## src/rtl/wait_after_reset_pkg.sv

```systemverilog
// Shared types and helpers for the wait-after-reset controller.
// Holds the sequencer phase enum and the counter width helper.
package wait_after_reset_pkg;

  typedef enum logic [1:0] {
    PH_LO   = 2'd0,
    PH_HI   = 2'd1,
    PH_DONE = 2'd2
  } phase_e;

  // Bits needed to hold 0..n, never less than one.
  function automatic int cnt_width(input int n);
    if (n < 1) return 1;
    return $clog2(n + 1);
  endfunction

endpackage

```

## src/rtl/wait_cycles_timer.sv

```systemverilog
// Retriggerable countdown: ready_r_o drops for cycles_p cycles per trigger.
// Ports: clk, reset (sync, high), activate_i trigger, ready_r_o idle flag.
module wait_cycles_timer
  import wait_after_reset_pkg::*;
#(
  parameter int cycles_p = 3
) (
  input  logic clk,
  input  logic reset,
  input  logic activate_i,
  output logic ready_r_o
);

  localparam int cnt_w = cnt_width(cycles_p);
  localparam logic [cnt_w-1:0] load =
    cnt_w'((cycles_p == 0) ? 0 : cycles_p - 1);

  logic [cnt_w-1:0] cnt;

  // The trigger edge itself is the first low cycle, so the
  // counter is loaded with cycles_p-1 and ready returns on
  // the edge after it reaches zero. A zero-length timer
  // never leaves the idle state.
  always_ff @(posedge clk) begin
    if (reset) begin
      cnt       <= '0;
      ready_r_o <= 1'b1;
    end else if (activate_i && (cycles_p != 0)) begin
      cnt       <= load;
      ready_r_o <= 1'b0;
    end else if (!ready_r_o) begin
      if (cnt == '0) begin
        ready_r_o <= 1'b1;
      end else begin
        cnt <= cnt - 1'b1;
      end
    end
  end

endmodule

```

## src/rtl/wait_after_reset_ctrl.sv

```systemverilog
// Post-reset sequencer: emits a reset_o pulse, waits, then flags ready.
// Ports: clk, reset, activate_i in; reset_o, ready_r_o, activate_o, done_r_o out.
module wait_after_reset_ctrl
  import wait_after_reset_pkg::*;
#(
  parameter int reset_cycles_lo_p = 1,
  parameter int reset_cycles_hi_p = 5,
  parameter int lg_wait_cycles_p  = 1,
  parameter int cycles_p          = 3
) (
  input  logic clk,
  input  logic reset,
  input  logic activate_i,
  output logic reset_o,
  output logic ready_r_o,
  output logic activate_o,
  output logic done_r_o
);

  localparam int seq_max =
    (reset_cycles_lo_p > reset_cycles_hi_p)
      ? reset_cycles_lo_p : reset_cycles_hi_p;
  localparam int seq_w = cnt_width(seq_max);
  localparam logic [seq_w-1:0] lo_last =
    seq_w'(reset_cycles_lo_p - 1);
  localparam logic [seq_w-1:0] hi_last =
    seq_w'(reset_cycles_hi_p - 1);

  localparam int wait_w = lg_wait_cycles_p + 1;
  localparam logic [wait_w-1:0] wait_tgt =
    wait_w'(1 << lg_wait_cycles_p);

  phase_e           phase_q;
  phase_e           phase_d;
  logic [seq_w-1:0] seq_q;
  logic [seq_w-1:0] seq_d;
  logic             rst_d;

  logic [wait_w-1:0] wait_q;
  logic [wait_w-1:0] wait_d;
  logic              ready_d;
  logic              act_d;

  always_ff @(posedge clk) begin
    if (reset) begin
      phase_q <= PH_LO;
      seq_q   <= '0;
      reset_o <= 1'b0;
    end else begin
      phase_q <= phase_d;
      seq_q   <= seq_d;
      reset_o <= rst_d;
    end
  end

  // reset_o is registered from the next-phase decision so it
  // rises on edge lo and falls on edge lo+hi.
  always_comb begin
    phase_d = phase_q;
    seq_d   = seq_q;
    rst_d   = 1'b0;
    unique case (phase_q)
      PH_LO: begin
        if (seq_q == lo_last) begin
          phase_d = PH_HI;
          seq_d   = '0;
          rst_d   = 1'b1;
        end else begin
          seq_d = seq_q + 1'b1;
        end
      end
      PH_HI: begin
        rst_d = 1'b1;
        if (seq_q == hi_last) begin
          phase_d = PH_DONE;
          seq_d   = '0;
          rst_d   = 1'b0;
        end else begin
          seq_d = seq_q + 1'b1;
        end
      end
      PH_DONE: begin
        phase_d = PH_DONE;
      end
      default: begin
        phase_d = PH_LO;
        seq_d   = '0;
      end
    endcase
  end

  always_ff @(posedge clk) begin
    if (reset) begin
      wait_q     <= '0;
      ready_r_o  <= 1'b0;
      activate_o <= 1'b0;
    end else begin
      wait_q     <= wait_d;
      ready_r_o  <= ready_d;
      activate_o <= act_d;
    end
  end

  // The low cycles before the pulse must not count toward the
  // wait, so counting only starts once the pulse has finished.
  always_comb begin
    wait_d  = wait_q;
    ready_d = ready_r_o;
    act_d   = 1'b0;
    if (reset_o) begin
      wait_d = '0;
    end else if ((phase_q == PH_DONE) && (wait_q != wait_tgt)) begin
      wait_d = wait_q + 1'b1;
      if ((wait_d == wait_tgt) && !ready_r_o) begin
        ready_d = 1'b1;
        act_d   = 1'b1;
      end
    end
  end

  wait_cycles_timer #(
    .cycles_p (cycles_p)
  ) u_timer (
    .clk        (clk),
    .reset      (reset),
    .activate_i (activate_o | activate_i),
    .ready_r_o  (done_r_o)
  );

endmodule

```

## config.mk

```make
export PLATFORM = sky130hd
export DESIGN_NAME = wait_after_reset_ctrl
export DESIGN_NICKNAME = d
export VERILOG_FILES = /design/src/rtl/wait_after_reset_pkg.sv /design/src/rtl/wait_cycles_timer.sv /design/src/rtl/wait_after_reset_ctrl.sv
export SDC_FILE = /design/constraint.sdc
export NUM_CORES = 1
export LEC_CHECK = 0
export BUFFER_PORTS_ARGS = -buffer_cell sky130_fd_sc_hd__buf_2
export CAP_MARGIN = 5
export CORE_UTILIZATION = 40
export CTS_CLUSTER_SIZE = 40
export DETAILED_ROUTE_END_ITERATION = 7
export GPL_TIMING_DRIVEN = 0
export PLACE_DENSITY = 0.64
export SYNTH_ARGS = -nofsm -noshare
export SYNTH_HDL_FRONTEND = slang
export SYNTH_SLANG_ARGS = --single-unit
```

## constraint.sdc

```tcl
create_clock -name clk -period 2.5 [get_ports clk]
set_input_delay 0 -clock clk [delete_from_list [all_inputs] [get_ports clk]]
set_output_delay 0 -clock clk [all_outputs]
set_load 0.01 [all_outputs]
```

== Word-level counts from Yosys, hierarchy flattened ==
Cells that the tools add are included.
Operators by class
  add/subtract/negate cells: 3
  eq/ne operators: 9
  multiplexer cells: 16
  bitwise operators: 5
  reduce and logical (&&, ||, !) cells: 13
Operators with widths (count)
  $mux 2: 5
  $pmux 3 s3: 1
  $mux 1: 6
  $mux 3: 2
  $ne 2x2->1 const B: 3
  $pmux 2 s3: 1
  $reduce_and 2->1: 3
  $eq 2x2->1 const B: 2
  $logic_not 2->1: 2
  $ne 2x1->1 const B: 2
  $not 1->1: 4
  $reduce_or 2->1: 2
  $add 3x1->3 const B: 1
  $eq 3x3->1 const B: 1
  $logic_not 3->1: 1
  $reduce_and 3->1: 1
  $reduce_or 3->1: 1
  $add 2x1->2 const B: 1
  $eq 2x1->1 const B: 1
  $logic_and 1x1->1: 2
  $pmux 1 s2: 1
  $sub 2x1->2 const B: 1
  $logic_not 1->1: 1
  $or 1x1->1: 1
Word-level totals
  flip-flop bits (word level): 13
  word-level logic and storage cells: 55

== Logic depth before layout (Yosys ltp) ==
  depth in word-level cells: 4
  depth in mapped cells: 5

== Modules after synthesis ==
From an unflattened synthesis, not the netlist that was laid out.
Unflattened totals
  cell total of the unflattened synthesis: 72
  area total of the unflattened synthesis: 678.2 µm²
Modules (own cells, without submodules)
  wait_after_reset_ctrl: instances 1, cells each 61, area each 564.3 µm², seq. area each 200.2 µm²
  wait_cycles_timer: instances 1, cells each 11, area each 113.9 µm², seq. area each 60.1 µm²

== Least setup slack after synthesis ==
OpenSTA, ideal clock, no wires.
  path kind: register to register
  from: reg phase_q[0]
  to: reg seq_q[0]
  setup time: 0.075 ns
  arrival time: 1.198 ns
  data required time: 2.425 ns
  slack: 1.227 ns
  cell stages (with the launch flop): 5
  path buffers: 0
  clock period less this slack: 1.273 ns
  cell sequence: dfxtp_1 -> inv_1 -> ha_1 -> or3_2 -> o22ai_1
Between the ends
  longest elaborated chain between the ends: 2
  elaborated cells between the ends (all ways): 4
  those cells by class: 2 x eq/ne; 1 x mux; 1 x reduce/logical
Ends and longest elaborated chain
  from (decl): line wait_after_reset_ctrl.sv:33  | phase_e phase_q;
  from (signal assigned): line wait_after_reset_ctrl.sv:50  | phase_q <= phase_d;
  $eq 2x2->1, or another cell as far along: line wait_after_reset_ctrl.sv:62  | unique case (phase_q)
  $pmux 3 s3: line wait_after_reset_ctrl.sv:62
  to (signal assigned): line wait_after_reset_ctrl.sv:51  | seq_q <= seq_d;
  to (decl): line wait_after_reset_ctrl.sv:35  | logic [seq_w-1:0] seq_q;
Parallel ways exist; a longest one is shown, timed or not.
A chain may end at the register's enable or synchronous reset.

== Worst setup path after layout ==
Same ends and word-level chain as after synthesis.

==> reports/results.ini <==
[status]
status = completed

[global_routing]
grt_max_degree = 11
grt_pass1_vias = 529
antenna_found_initial = 0
overflow = 0
track_usage = 0.153
grt_pass1_wl_mm = 2.08

[logic_synthesis]
async_reset_ff_frac = 0
synth_top_family_by_area = simple AND/OR/NAND/NOR gates
synthXorXnorAreaFrac = 0.0132
mappedNetlistArea_um2 = 664
syn_nets = 82
synth.mux.area_fraction = 0.0320
synth_edf_count = 0
syn_inst = 72
synthAdderAreaFrac = 0.132
synth_most_common_cell = dfxtp_1
ys_ff_latch = 13
synth_compound_area_frac = 0.179
yosys.area.top_type = dfxtp_1
synthSimpleGateAreaFrac = 0.207
seq_area_frac_synth = 0.392
synth_commonest_cells = 13 x dfxtp_1, 7 x ha_1, 7 x inv_1, 5 x nand2b_1, 5 x o21ai_0
synthFlopType = dfxtp_1
syn_avg_cell_area_um2 = 9.23
netlist.area_leader.share = 0.392
synth_area_leaders = dfxtp_1 39%, ha_1 13%, nand2b_1 4.7%
yosysWarnings = 0
synth_cell_types = 29

[clocking]
holdBufCountCts = 2
cts_tree = done
clock_sinks = 13
clk_root_buffer_cell = clkbuf_4
htreeDepth = 1
post_cts_buffers = 0
clk_pin_slew_ps = 90
cts_resized = 0
clockBufferDepth = 2
insertion_delay_ps = 270
numCtsBuffers = 3

[critical_path]
critical_path.slowest_cell = or3_2
worstSetupPathType = flip-flop to flip-flop
cp_data_required_time_ps = 2700
r2r-start = phase_q[0]
path_cells = inv_1 > ha_1 > or3_2 > o22ai_1
end_kind = flip-flop
critPathMaxFanout = 6
r2r_setup_slack_ps = 1080
rr_endpoint = seq_q[0]
arrival_ps = 1620
ff2ff_path_depth = 4
crit_path_start_kind = flip-flop
critPathMaxStageDelay_ps = 490

[min_path]
hp-start = activate_i
hold_class = input port to flip-flop
holdPathEnd = u_timer.cnt[0]
hold_depth = 3

[sta]
fin_setup_tns_ps = 0
tightest_slew_ps = 455
setup_viol_count_final = 0
slew_viol_final = 0
min_period_ps = 1420
hold_violations = 0
grt_setup_unrepaired = no
max_freq_ghz = 0.706
clock_skew_ps = 5.22
slew_headroom = 0.697
finalCritPeriodShare = 0.567

[finish]
antennaDiodeCount = 0
drive_gt1_frac = 0.190
area_growth_pct = 14.7
final_core_util = 0.500
final_nets = 95
fin_cells = 100

[drt]
met3_length_um = 25
top_layer = met4
viasPerCell = 5.25
wl_per_cell_um = 11.1
wl_met1_um = 531
routed_wl_mm = 1.11
dr_wl_met2_um = 536
drc_errors = 0
postRouteAntennaNets = 0
drt_first_pass_iters = 4
vias = 525
drtIter0Drc = 5

[floorplan]
rows = 14
io_pins = 7
start_util = 0.436
die_y_um = 42.8
coreArea_um2 = 1520
fp.dieArea_um2 = 1830
die_w_um = 42.8

[job]
cap_violations = 0

[placed_design]
numPortBuffers = 6
dp_hpwl_um = 805
dp_cells = 94
place_congestion = 0.702

[power_and_ir_drop]
total_leakage_power_nw = 0.307
power_w = 0.000737
power_density_nw_per_um2 = 967
ir_drop_mv = 0.427

-- where the power goes --
group          switching (W)  total [W]  internal, W  leakage (nW)
logic               0.000159   0.000312     0.000153         0.182
registers          0.0000430   0.000295     0.000252         0.106
clock network      0.0000713   0.000131    0.0000592        0.0177
total               0.000273   0.000737     0.000464         0.307
-- cell families after synthesis --
| kind of cell | after synthesis |
|---|---|
| xor gates and xnor gates | 1 |
| AOI/OAI and AO/OA | 18 |
| and+or+nand+nor | 23 |
| muxes | 2 |
| adders and majority gates | 7 |
| buffers and inverters | 8 |
| DFF | 13 |
-- state kept, by name (all words and copies together) (netlist names) --
name	count
reset_o	1
ready_r_o	1
wait_q	2
phase_q	2
seq_q	3
u_timer.ready_r_o	1
u_timer.cnt	2
activate_o	1
-- placed cells by master, fill, tap and decap left out, drive strengths merged, types with 2 or more instances in the layout --
| cell type | count |
|---|---|
| ha | 7 |
| nor3 | 2 |
| nand2 | 2 |
| o22ai | 2 |
| a21oi | 4 |
| dfxtp | 13 |
| buf | 6 |
| clkbuf | 4 |
| inv | 7 |
| nand2b | 5 |
| and2b | 2 |
| nand3b | 2 |
| nor2 | 5 |
| nor2b | 2 |
| o21ai | 5 |
| dlygate4sd3 | 2 |
-- cell type report --
class	count	area (um2)
sequential	13	260
buffer	1	3.75
timing repair buffer	8	50.0
clock buffer	3	22.5
multi-input combinational	51	374
inverter	7	26.3
fill	152	762
clock inverter	1	5.00
tap	16	20.0
-- worst max-delay path, delay by kind of cell, from the launching register on --
family | cells | cell delay, ps
fa+ha+maj | 1 | 280
buf+inv | 1 | 80
compound gates | 1 | 120
flops | 1 | 380
simple gates | 1 | 490
-- per-stage QoR --
step / setup slack [ps] / hold slack, ps / area (um2)
after floorplan: 1230 / 76.0 / 664
after global placement: 1130 / 185 / 714
after detailed placement: 1110 / 189 / 714
after CTS: 1090 / 420 / 762
after global routing: 1020 / 446 / 762
final: 1080 / 431 / 762
-- layer usage --
layer	GRT usage	vias to the layer above
met5	0	-
met4	0.113	0
met3	0.0255	2
met2	0.248	5
met1	0.178	245
li1	-	273
-- worst max-delay path by stage --
stage                          start         to  slack, ps  depth (start not counted)
after floorplan           phase_q[0]   seq_q[0]       1230                          4
final                     phase_q[0]   seq_q[0]       1080                          4
after CTS                 phase_q[0]   seq_q[0]       1090                          4
after global placement    phase_q[0]   seq_q[0]       1130                          4
after global routing      phase_q[0]  wait_q[1]       1020                          5
after detailed placement  phase_q[0]   seq_q[0]       1110                          4
No activity file was read; power rests on OpenSTA's default activity.
